<file path="config.mk">
export PLATFORM = sky130hd
export DESIGN_NAME = exception_module
export DESIGN_NICKNAME = d
export VERILOG_FILES = /design/src/rtl/exception_module.sv
export SDC_FILE = /design/constraint.sdc
export NUM_CORES = 1
export LEC_CHECK = 0
export BUFFER_PORTS_ARGS = -buffer_cell sky130_fd_sc_hd__buf_4
export CORE_AREA = 3 3 40 42
export DETAILED_ROUTE_END_ITERATION = 6
export DIE_AREA = 0 0 43 45
export HOLD_SLACK_MARGIN = 0.06
export PLACE_DENSITY = 0.59
export SETUP_SLACK_MARGIN = 0.02
export SLEW_MARGIN = 10
export SYNTH_ARGS = -nofsm -noshare
export SYNTH_HDL_FRONTEND = slang
export SYNTH_SLANG_ARGS = --single-unit
</file>
<file path="constraint.sdc">
create_clock -name clk -period 3.19 [get_ports clk]
set_clock_uncertainty 0.1 [all_clocks]
set_input_delay 0.319 -clock clk [delete_from_list [all_inputs] [get_ports clk]]
set_output_delay 0.319 -clock clk [all_outputs]
set_load 0.01 [all_outputs]
</file>
<file path="src/rtl/exception_module.sv">
// exception_module
//   Classifies two 8-bit minifloat operands (sign[7], exp[6:3], mant[2:0],
//   bias 7) against a requested operation. It raises registered exception
//   cause flags one cycle after the operands are sampled. There is no
//   handshake: every rising edge of clk samples a new operand set.
//
// Ports
//   clk    in   1  single clock, rising edge
//   rst    in   1  synchronous active-high reset; clears out and flags
//   op     in   2  00 add, 01 sub, 10 mul, 11 div
//   in0    in   8  first operand (in0 op in1)
//   in1    in   8  second operand
//   out    out  1  registered OR of all cause flags
//   flags  out  5  registered causes:
//                    [0] nan_in     [1] invalid   [2] div_zero
//                    [3] inf_in     [4] denorm_in
//
// Build option
//   EXCEPTION_DENORM_EN  when defined, denormal operands raise denorm_in.
//                        When undefined, flags[4] is held at 0 and
//                        denormals behave as ordinary finite nonzero values.
module exception_module (
  input  logic       clk,
  input  logic       rst,
  input  logic [1:0] op,
  input  logic [7:0] in0,
  input  logic [7:0] in1,
  output logic       out,
  output logic [4:0] flags
);

  localparam logic [1:0] OP_ADD = 2'b00;
  localparam logic [1:0] OP_SUB = 2'b01;
  localparam logic [1:0] OP_MUL = 2'b10;
  localparam logic [1:0] OP_DIV = 2'b11;

  logic       sgn0, sgn1;
  logic       exp_max0, exp_max1, exp_zero0, exp_zero1;
  logic       mant_nz0, mant_nz1;
  logic       nan0, nan1, inf0, inf1, zero0, zero1, den0, den1;
  logic       any_nan, any_inf;
  logic       nan_in, invalid, div_zero, inf_in, denorm_in;
  logic [4:0] flags_d;

  always_comb begin
    sgn0      = in0[7];
    sgn1      = in1[7];
    exp_max0  = (in0[6:3] == 4'hF);
    exp_max1  = (in1[6:3] == 4'hF);
    exp_zero0 = (in0[6:3] == 4'h0);
    exp_zero1 = (in1[6:3] == 4'h0);
    mant_nz0  = (in0[2:0] != 3'b000);
    mant_nz1  = (in1[2:0] != 3'b000);

    nan0  = exp_max0  &  mant_nz0;
    nan1  = exp_max1  &  mant_nz1;
    inf0  = exp_max0  & ~mant_nz0;
    inf1  = exp_max1  & ~mant_nz1;
    // Zero ignores the sign bit, so +0 and -0 classify identically.
    zero0 = exp_zero0 & ~mant_nz0;
    zero1 = exp_zero1 & ~mant_nz1;
    den0  = exp_zero0 &  mant_nz0;
    den1  = exp_zero1 &  mant_nz1;

    any_nan = nan0 | nan1;
    any_inf = inf0 | inf1;
  end

  always_comb begin
    nan_in    = any_nan;
    inf_in    = any_inf & ~any_nan;
    invalid   = 1'b0;
    div_zero  = 1'b0;
    denorm_in = 1'b0;

    if (!any_nan) begin
      unique case (op)
        OP_ADD: invalid = inf0 & inf1 & (sgn0 != sgn1);
        OP_SUB: invalid = inf0 & inf1 & (sgn0 == sgn1);
        OP_MUL: invalid = (zero0 & inf1) | (inf0 & zero1);
        OP_DIV: begin
          invalid  = (zero0 & zero1) | (inf0 & inf1);
          // A finite nonzero dividend is anything that is neither Inf nor Zero
          // once NaN is excluded. This includes denormals.
          div_zero = zero1 & ~inf0 & ~zero0;
        end
        default: invalid = 1'b0;
      endcase
    end

`ifdef EXCEPTION_DENORM_EN
    denorm_in = (den0 | den1) & ~any_nan;
`else
    denorm_in = 1'b0;
`endif

    flags_d = {denorm_in, inf_in, div_zero, invalid, nan_in};
  end

  always_ff @(posedge clk) begin
    if (rst) begin
      flags <= 5'b00000;
      out   <= 1'b0;
    end else begin
      flags <= flags_d;
      out   <= |flags_d;
    end
  end

  // The denormal class feeds logic only when denorm detection is built in.
  logic unused_den;
  assign unused_den = den0 ^ den1;

endmodule

</file>
Word-level counts from Yosys, hierarchy flattened --
Index checks and enable logic that the tools add are counted. Widths: inputs -> output; s select.
Word-level totals: word-level logic and storage cells 44, bits in registers 6, output and inout bits 6
Operators by class: bitwise operators 24, mux-type cells 4, reductions and logical operators 6, equal/unequal tests 7
Operators by type and width (number):
- $and 1x1->1 | 15
- $eq 4x4->1 const B | 2
- $logic_not 4->1 | 2
- $reduce_bool 3->1 | 2
- $not 1->1 | 5
- $eq 2x2->1 const B | 2
- $or 1x1->1 | 4
- $pmux 1 s4 | 1
- $reduce_or 4->1 | 1
- $mux 1 | 3
- $eq 2x1->1 const B | 1
- $logic_not 2->1 | 1
- $eq 1x1->1 | 1
- $ne 1x1->1 | 1

Longest topological paths before layout --
Gate-level depths: netlist (run 1).
word-level depth 9, gate-level depth with buffers 5

Worst setup path after synthesis (run 1) --
Ideal clock, no wire load.
path kind input-to-reg, from input in1[1], to register out, arrival 1.308 ns, stages on the path 5, setup time 0.081 ns, buffers on the path 0, slack 1.701 ns, cell sequence nor3_4 nand2_1 a2111oi_2 o221ai_2 a41oi_1
Between the ends: cells in the longest elaborated chain, start to end 8, elaborated cells on any way between the ends 24, classes of those cells 4 x mux; 18 x bitwise; 2 x reduce/logical
Ends and longest elaborated chain:
- start: declaration | line 27 | input logic [7:0] in1,
- $reduce_bool 3->1 * | line 53 | mant_nz1 = (in1[2:0] != 3'b000);
- $not 1->1 | line 58, 61
- $and 1x1->1, on equally long branches | line 61, 58
- $and 1x1->1, on equally long branches
- $or 1x1->1, or another cell as far along | line 82 | invalid = (zero0 & zero1) | (inf0 & inf1);
- $pmux 1 s4 or $mux 1 (tied branches) | line 77 | unique case (op)
- $mux 1 | line 76 | if (!any_nan) begin
- $reduce_or 4->1 * | line 106 | out <= |flags_d;
- end signal: assignment | line 106
- end: declaration | line 28 | output logic out,
Mark *: on every way between the ends. The rest lies on a longest branch, timed or not. A chain may end at the register's enable or synchronous reset.

Final worst setup path (run 1) --
from input in0[1], to register out
Between the ends: cells in the longest elaborated chain, start to end 9, elaborated cells on any way between the ends 26, classes of those cells 4 x mux; 20 x bitwise; 2 x reduce/logical
Ends and longest elaborated chain:
- start: declaration | line 26 | input logic [7:0] in0,
- $reduce_bool 3->1 * | line 52 | mant_nz0 = (in0[2:0] != 3'b000);
- parallel branches: the longest is 7 deep, another holds $pmux 1 s4
- $reduce_or 4->1 * | line 106
Mark *: on every way between the ends.

==> results of run 1 <==
-- cell usage after synthesis, types with 2 or more instances --
| cell | number |
|---|---|
| a21oi_1 | 2 |
| dfxtp_1 | 5 |
| nand2_1 | 3 |
| nand4_2 | 2 |
| nor2_1 | 2 |
| nor3_4 | 2 |
| nor4_4 | 2 |
-- worst min path at each step --
| stage | slack (ps) | to | depth (start not counted) |
|---|---|---|---|
| 2_1_floorplan | 290 | flags[0] | 1 |
| 3_3_place_gp | 420 | out | 2 |
| 3_5_place_dp | 420 | flags[0] | 2 |
| 4_1_cts | 170 | out | 2 |
| 5_1_grt | 170 | out | 2 |
| 6_report | 180 | out | 2 |
-- layer usage --
layer / vias up / share of wire / track usage
met1: 165 / 0.37 / 0.0990
met5: - / 0 / 0
met2: 12 / 0.54 / 0.159
li1: 184 / - / -
met4: 0 / 0 / 0.0542
met3: 0 / 0.090 / 0.0398
-- cell families (layout without fill, tap and decap cells) --
group                     count (synthesis)  in the layout  share of synthesized area
AOI/OAI and AO/OA                         9              9                      0.233
xor gates and xnor gates                  1              1                     0.0244
buffers and inverters                     2             29                     0.0314
DFF                                       5              5                      0.279
other                                     1              1                     0.0104
and+or+nand+nor                          16             16                      0.422
-- metrics by stage --
stage	cell area, um2	util	hold WS, ps	total power, mW
4_1_cts	577	0.449	168	0.185
3_3_place_gp	551	0.428	423	0.111
2_1_floorplan	359	-	291	0.0808
5_1_grt	577	0.449	172	0.192
6_report	577	0.449	178	0.181
3_5_place_dp	551	0.428	421	0.111
-- sequential cells by signal, indices dropped and copies added (netlist names) --
register	count
flags	4
out	1
-- area by class of cell --
cell class,count,share of cell area
multi-input combinational,27,0.430
tap,15,0.0325
clock buffer,4,0.0456
sequential,5,0.174
inverter,1,0.00651
timing repair buffer,24,0.312
-- power groups by stage --
stage	Combinational, mW	Clock (mW)	Sequential [mW]
3_5_place_dp	0.0447	0	0.0663
5_1_grt	0.0485	0.0784	0.0653
3_3_place_gp	0.0447	0	0.0663
2_1_floorplan	0.0134	0	0.0674
4_1_cts	0.0449	0.0747	0.0652
6_report	0.0446	0.0708	0.0652
==> results by group, run 1 <==
Placed design
  • Pre-CTS setup slack: 1460 ps
  • # port buffers: 24
  • Gpl congestion: around 0.73
  • Placed insts: 72

Final layout
  • Antenna Diode Count: 0
  • Fill cells: ~150
  • Area grow syn2layout: 60.6%
  • Final Instance Count excl. Fillers: 76
  • Layout cell share with drive strength beyond 1: 0.590
  • Multi-input gate area: between 200 and 250 um2
  • Commonest non-fill, non-tap cells in the layout: buf_4 (24), dfxtp_1 (5), nand2_1 (3), clkbuf_4 (3)
  • Register area: 100 um2
  • Most common cell after layout, fill and taps aside: buf_4
  • Final #Nets: roughly 80

CTS
  • CTS resizes: 0
  • CTS Sinks: 5
  • Hold_buf cts: 0
  • TritonCTS buffer count: 3
  • H-tree Lvls: 1
  • CTS tree: yes
  • CTS root buf: clkbuf_4
  • Clock-pin slew on the worst setup and hold paths: about 40 ps
  • Clk buf depth: 2
  • Setup Buffers After CTS: 0

Power and ir drop
  • NetSw: 0.0442 mW
  • Leak: 0.234 nW
  • Power Dens Cells: approximately 310 nW/um2
  • Int Pwr: around 0.14 mW
  • Clock share of power: 0.392
  • Power share of the sequential group: 0.361
  • Sw Ratio: 0.245
  • Comb pwr share: 0.247
  • Maximum VDD drop: roughly 78 uV

Setup path
  • Crit path max fanout: 3
  • Largest delay share family, worst path: compound AO/OA/AOI/OAI gates
  • Slowest Stage Delay on Critical Path: about 400 ps
  • Crit path buf inv count: 1
  • Cell Chain, Critical Path: buf_4 -> nor3_4 -> nand2_1 -> a2111oi_2 -> o221ai_2 -> a41oi_1
  • CP required: 3250 ps
  • Worst path slowest cell: a2111oi_2
  • CP startpoint: in0[1]
  • Setup crit end: out
  • CP endpoint kind: flip-flop
  • Crit. path cell count: 6
  • Startpoint Class: primary input
  • Crit path DAT: between 1500 and 2000 ps
  • WS Path Type: primary input to flip-flop

Outcome
  • Outcome: finished clean

Synth
  • Mapped Nets: between 50 and 60
  • Biggest area consumer among synthesized cells: dfxtp_1
  • Largest cells by area after synthesis: dfxtp_1 (28%), nor4_4 (12%), nor3_4 (9.1%)
  • Most used DFF post-synth: dfxtp_1
  • Async SR Flop Fraction: 0
  • Synth warn: 0
  • Number of distinct library cells after synthesis: 23
  • Mapped Cells: 34
  • Synth top area share: 0.279
  • Netlist Area Pre-Place: ~360 um2
  • Synthesized area per cell: roughly 11 um2
  • Sequential area share after synthesis: 0.279
  • EDFF count, synth: 0
  • Yosys reg bits: 5

Floorplan
  • Die X: between 40 and 50 um
  • Die Ht: between 40 and 50 um
  • Ports: 26
  • Die ar.: ~1900 um2
  • FP Rows: 13
  • Core Region: around 1300 um2
  • Initial Utilization: 0.279

Route
  • Starting DRT DRC Count: 3
  • DR WL/cell: approximately 11 um
  • Vias per Instance: roughly 4.8
  • Via count: 361
  • Remaining DRCs: 0
  • Drt first pass iters: 2
  • Antenna-violating nets left: 0
  • Final WL: around 800 um

GRT
  • First-pass GRT wire length: 1370 um
  • Initial antenna violation count: 0
  • Vias in the first global route: around 350
  • GR Overflow Total: 0
  • GRT Util Overall: 0.0942
  • Largest net degree at the start of global routing: 8

Timing
  • Setup_tns: 0 ps
  • RSZ-0062 raised after global routing: no
  • Max-slew violations: 0
  • Max Fclk: approximately 680 MHz
  • Min Tclk post-route: around 1500 ps
  • Final setup margin: approximately 1700 ps
  • Setup violators final: 0
  • Final Hold Fails: 0
  • Final Cycle Share: 0.459

Worst hold path
  • Hold Crit Class: primary input to flip-flop
  • HP Start: rst

Job
  • Max-cap check violation count: 0
Power figures use the tool's default switching activity.
==> run 2, diff against run 1 <==
Settings changed: ABC_AREA from default to 1, PLACE_DENSITY 0.59 to 0.66.
Clock period 3.19 ns to 1.45 ns, I/O delays scaled along.
==> results by group, run 2 <==
Outcome
  • Outcome: finished clean

Floorplan
  • Core Region: 1280 um2 (unchanged)
  • Die X: 43 um (unchanged)
  • Initial Utilization: 0.344 (+0.0643)
  • Die Ht: 45 um (unchanged)
  • Ports: 26 (unchanged)
  • Die ar.: 1940 um2 (unchanged)
  • FP Rows: 13 (unchanged)

Timing
  • Final setup margin: 508 ps (-1220 ps)
  • Setup_tns: 0 ps (unchanged)
  • Final Cycle Share: 0.649
  • Min Tclk post-route: between 900 and 1000 ps
  • Max Fclk: 1060 MHz
  • Setup violators final: 0 (unchanged)
  • Final Hold Fails: 0 (unchanged)
  • Max-slew violations: 0 (unchanged)
  • RSZ-0062 raised after global routing: no

Final layout
  • Final #Nets: 128 (+56%)
  • Biggest regs: flags: 4 flops, out: 1 flops
  • Max reg flops: 4 (unchanged)
  • Layout cell share with drive strength beyond 1: 0.383 (-0.207)
  • Area grow syn2layout: 51.6%
  • Commonest non-fill, non-tap cells in the layout: nand2_1 (24), buf_4 (24), nor2_1 (15)
  • Final instance area: 669 um2 (+16%)
  • Antenna Diode Count: 0 (unchanged)
  • Biggest register: flags
  • Util after Layout: 0.521 (+0.0721)
  • Fill cells: 146 (-1.4%)

Setup path
  • Slowest Stage Delay on Critical Path: 530 ps (+130 ps)
  • CP required: 1510 ps (-1740 ps)
  • Crit path DAT: 1000 ps (-530 ps)
  • Crit. path cell count: 3 (-3)
  • WS Path Type: primary input to flip-flop
  • CP endpoint kind: flip-flop
  • Cell Chain, Critical Path: dlygate4sd3_1 -> buf_4 -> nor3_1
  • Crit path max fanout: 5 (+2)
  • Crit path buf inv count: 2 (+1)
  • Largest delay share family, worst path: buffers and inverters
  • Startpoint Class: primary input
  • Worst path slowest cell: dlygate4sd3_1

GRT
  • Initial antenna violation count: 0 (unchanged)
  • First-pass GRT wire length: 1550 um (+14%)
  • GRT Util Overall: 0.102 (+0.00742)
  • Largest net degree at the start of global routing: 6 (-2)
  • GR Overflow Total: 0 (unchanged)
  • Vias in the first global route: 433 (+25%)

Route
  • Drt first pass iters: 2 (unchanged)
  • Starting DRT DRC Count: 2 (-1)
  • Antenna-violating nets left: 0 (unchanged)
  • Via count: 503 (+39%)
  • Final WL: 864 um (+5.2%)
  • Vias per Instance: 4.12 (-13%)
  • Remaining DRCs: 0 (unchanged)
  • DR WL/cell: 7.08 um (-34%)

CTS
  • Clock-pin slew on the worst setup and hold paths: 40 ps (about the same)
  • CTS Sinks: 5 (unchanged)
  • Hold_buf cts: 1 (+1)
  • TritonCTS buffer count: 3 (unchanged)
  • H-tree Lvls: 1 (unchanged)
  • CTS resizes: 0 (unchanged)
  • CTS tree: yes
  • CTS root buf: clkbuf_4
  • Clk buf depth: 2 (unchanged)
  • Setup Buffers After CTS: 0 (unchanged)

Synth
  • Mapped Cells: 79 (+130%)
  • Biggest area consumer among synthesized cells: dfxtp_1
  • Mapped Nets: 99 (+83%)
  • Simple-gate share of the synthesized area: 0.609 (+0.187)
  • Most used DFF post-synth: dfxtp_1
  • EDFF count, synth: 0 (unchanged)
  • Adder-cell area share of the yosys netlist: 0 (unchanged)
  • Async SR Flop Fraction: 0 (unchanged)
  • Synthesized area per cell: 5.59 um2 (-47%)
  • Compound-gate portion of the synthesized area: 0.0113 (-0.222)
  • Mux cell area share after synthesis: 0 (unchanged)
  • Main combinational cell family by area after synthesis: simple AND/OR/NAND/NOR gates
  • Number of distinct library cells after synthesis: 15 (-35%)
  • Yosys reg bits: 5 (unchanged)
  • Synth top area share: 0.227 (-0.0521)
  • Netlist Area Pre-Place: 442 um2 (+23%)
  • Synth warn: 0 (unchanged)
  • Most numerous cell in the Yosys netlist: nand2_1
  • Sequential area share after synthesis: 0.227 (-0.0521)
  • Most common library cells after synthesis: nand2_1 (24), nor2_1 (15), inv_1 (12), dfxtp_1 (5)
  • Largest cells by area after synthesis: dfxtp_1 (23%), nand2_1 (20%), nor2_1 (13%)
  • Xor-xnor portion of the synthesized cell area: 0 (-0.0244)

Power and ir drop
  • Sw Ratio: 0.248 (+0.00372)
  • Leak: 0.390 nW (+67%)
  • Power Dens Cells: 592 nW/um2 (+89%)
  • NetSw: 0.0984 mW (+120%)
  • Comb pwr share: 0.248 (about the same)
  • Int Pwr: 0.298 mW (+120%)
  • Maximum VDD drop: 156 uV (+100%)
  • Power share of the sequential group: 0.357 (-0.004)
  • Clock share of power: 0.395 (+0.003)

Placed design
  • Gpl congestion: 0.751 (+2.4%)
  • Pre-CTS setup slack: 293 ps (-1170 ps)
  • # port buffers: 24 (unchanged)
  • HPWL after DPL: roughly 770 um
  • Placement-stage cell area: 633 um2 (+15%)

Worst hold path
  • Hold Crit Class: primary input to flip-flop
  • Hold depth: 6 (+4)

Job
  • Max-cap check violation count: 0 (unchanged)
-- run 2: cell count changes after synthesis, sizes merged, moves of 2 or more --
| cell | before | now |
|---|---|---|
| inv | 1 | 15 |
| nand2 | 3 | 28 |
| nand4 | 2 | 0 |
| nand3 | 1 | 4 |
| nor4 | 2 | 0 |
| nor2 | 2 | 21 |
-- run 2: metrics by stage --
stage	hold WS (ps)	total power, mW	instances
after floorplan	116	0.189	79
after global placement	246	0.240	117
after detailed placement	245	0.241	117
after CTS	208	0.407	122
after global routing	242	0.421	122
final	213	0.396	122
-- run 2: worst paths after layout --
| check | start | endpoint |
|---|---|---|
| max | rst | flags[2] |
| min | op[0] | flags[1] |
-- run 2: routing by layer --
metal / track usage / vias up / share of wire
li1: - / 284 / -
met1: 0.118 / 201 / 0.40
met2: 0.183 / 18 / 0.51
met3: 0.0120 / 0 / 0.084
met4: 0.0542 / 0 / 0
met5: 0 / - / 0
-- run 2: kinds of logic (layout without fill, tap and decap cells) --
logic type             after synthesis  count (layout)
DFF                                  5               5
other                                1               1
buffers and inverters               16              44
AOI/OAI and AO/OA                    1               1
and+or+nand+nor                     56              56
-- run 2: final cells by class --
type | instances | area [um2] | area share
multi-input cells | 58 | 278 | 0.415
repair buffers | 25 | 190 | 0.284
well taps | 15 | 18.8 | 0.0280
clock buffers | 4 | 26.3 | 0.0393
flip-flops and latches | 5 | 100 | 0.150
inverters | 15 | 56.3 | 0.0841
-- run 2: power groups by stage --
stage / clock network (mW) / logic, mW / registers (mW)
floorplan: 0 / 0.0438 / 0.145
global placement: 0 / 0.0960 / 0.144
detailed placement: 0 / 0.0975 / 0.144
CTS: 0.166 / 0.0997 / 0.141
global route: 0.167 / 0.112 / 0.141
finish: 0.156 / 0.0984 / 0.141
==> run 3, diff against run 2 <==
Settings changed: ABC_AREA 1 to 0, PLACE_DENSITY 0.66 to 0.61.
Clock period 1.45 ns to 0.8 ns, I/O delays scaled along.
==> results by group, run 3 (same netlist as run 1, synthesis figures left out) <==
Power and ir drop
  • Maximum VDD drop: 347 uV (+120%)
  • Sw Ratio: 0.248 (about the same)
  • Int Pwr: 0.598 mW (+100%)
  • Clock share of power: 0.354 (-0.041)
  • Comb pwr share: 0.316 (+0.068)
  • NetSw: 0.197 mW (+100%)
  • Power Dens Cells: 1000 nW/um2 (+69%)
  • Power share of the sequential group: 0.330 (-0.027)
  • Leak: 0.322 nW (-17%)

Floorplan
  • Core Region: 1280 um2 (unchanged)
  • FP Rows: 13 (unchanged)
  • Initial Utilization: 0.279 (-0.0643)
  • Die Ht: 45 um (unchanged)
  • Die ar.: 1940 um2 (unchanged)
  • Ports: 26 (unchanged)
  • Die X: 43 um (unchanged)

Route
  • Drt first pass iters: 2 (unchanged)
  • Remaining DRCs: 0 (unchanged)
  • Final WL: 951 um (+10%)
  • Vias per Instance: 4.78 (+16%)
  • Antenna-violating nets left: 0 (unchanged)
  • Starting DRT DRC Count: 1 (-1)
  • DR WL/cell: 10.8 um (+53%)
  • Via count: 421 (-16%)

Setup path
  • CP startpoint: in0[4]
  • Setup crit end: out
  • CP endpoint kind: flip-flop
  • WS Path Type: primary input to flip-flop
  • Startpoint Class: primary input
  • Crit path max fanout: 3 (-2)
  • CP required: 860 ps (-650 ps)
  • Crit path DAT: 1110 ps (+110 ps)

Timing
  • Setup_tns: -918 ps (-918 ps)
  • Final setup margin: -248 ps (-757 ps)
  • Final Hold Fails: 5 (+5)
  • Max-slew violations: 0 (unchanged)
  • Min Tclk post-route: roughly 1000 ps
  • RSZ-0062 raised after global routing: yes
  • Setup violators final: 10 (+10)
  • Max Fclk: between 900 and 1000 MHz
  • Final Cycle Share: 1.31
  • Hold WS: -57.1 ps (-270 ps)

Final layout
  • Area grow syn2layout: 121%
  • Commonest non-fill, non-tap cells in the layout: buf_4 (24), buf_6 (8), buf_8 (4)
  • Final Instance Count excl. Fillers: 88 (-28%)
  • Biggest regs: flags: 4 flops, out: 1 flops
  • Antenna Diode Count: 0 (unchanged)
  • Biggest register: flags
  • Final #Nets: 94 (-27%)
  • Most common cell after layout, fill and taps aside: buf_4
  • Layout cell share with drive strength beyond 1: 0.808 (+0.425)
  • Max reg flops: 4 (unchanged)

Job
  • Max-cap check violation count: 0 (unchanged)

CTS
  • Clk buf depth: 2 (unchanged)
  • CTS tree: yes
  • Clock-pin slew on the worst setup and hold paths: 40 ps (about the same)
  • TritonCTS buffer count: 3 (unchanged)
  • CTS Sinks: 5 (unchanged)
  • H-tree Lvls: 1 (unchanged)
  • CTS root buf: clkbuf_4

GRT
  • Initial antenna violation count: 0 (unchanged)
  • Largest net degree at the start of global routing: 6 (unchanged)
  • GRT Util Overall: 0.0991 (-0.00250)
  • Vias in the first global route: 406 (-6.2%)
  • GR Overflow Total: 0 (unchanged)
  • First-pass GRT wire length: 1420 um (-8.4%)

Placed design
  • Placed insts: 81 (-31%)
  • HPWL after DPL: 750 um (-2.3%)
  • Gpl congestion: 0.754 (+0.33%)
  • # port buffers: 24 (unchanged)
  • Pre-CTS setup slack: -562 ps (-856 ps)

Worst hold path
  • HP Start: rst
  • Hold Crit Class: primary input to flip-flop
  • Hold depth: 2 (-4)

Outcome
  • Violated checks: negative hold slack, negative setup slack
  • Outcome: finished with violations
-- run 3: per-layer routing --
| metal | GRT usage | routed length (um) | share of wire | vias to the layer above |
|---|---|---|---|---|
| li1 | - | - | - | 208 |
| met1 | 0.0964 | 309 | 0.32 | 196 |
| met2 | 0.180 | 559 | 0.59 | 17 |
| met3 | 0.0159 | 83 | 0.087 | 0 |
| met4 | 0.0904 | 0 | 0 | 0 |
| met5 | 0 | 0 | 0 | - |
-- run 3: how the worst min path moves through the flow --
stage,end,slack (ps)
detailed placement,flags[0],180
floorplan,flags[0],50
global route,out,-60
finish,out,-60
global placement,flags[0],180
CTS,flags[2],-80
-- run 3: metrics by stage --
| stage | power [mW] | cell area [um2] | util |
|---|---|---|---|
| finish | 0.795 | 793 | 0.617 |
| global route | 0.841 | 793 | 0.617 |
| CTS | 0.788 | 723 | 0.563 |
| detailed placement | 0.462 | 622 | 0.484 |
| global placement | 0.459 | 622 | 0.484 |
| floorplan | 0.322 | 363 | - |
-- run 3: power by group through the flow --
stage / logic, mW / clock network, mW / registers [mW]
after floorplan: 0.0536 / 0 / 0.269
after global placement: 0.195 / 0 / 0.264
after detailed placement: 0.198 / 0 / 0.264
after CTS: 0.225 / 0.301 / 0.262
after global routing: 0.267 / 0.311 / 0.262
final: 0.251 / 0.282 / 0.262
-- run 3: cell type report --
class,instances,area [um2]
clock buffer,4,26.3
fill,107,492
inverter,1,3.75
multi-input combinational,27,310
sequential,5,104
tap,15,18.8
timing repair buffer,36,330
-- run 3: critical path, stage by stage --
cell      delay (ps)
buf_8            100
nor4_4           290
or2b_1           270
a21oi_2          130
o221ai_2         110
a41oi_2          140
-- run 3: what timing repair did --
item	CTS	global route
setup buffers	1	2
endpoints found under the hold margin	5	5
setup endpoints to repair	10	10
pin swaps	7	7
resized for setup	17	11
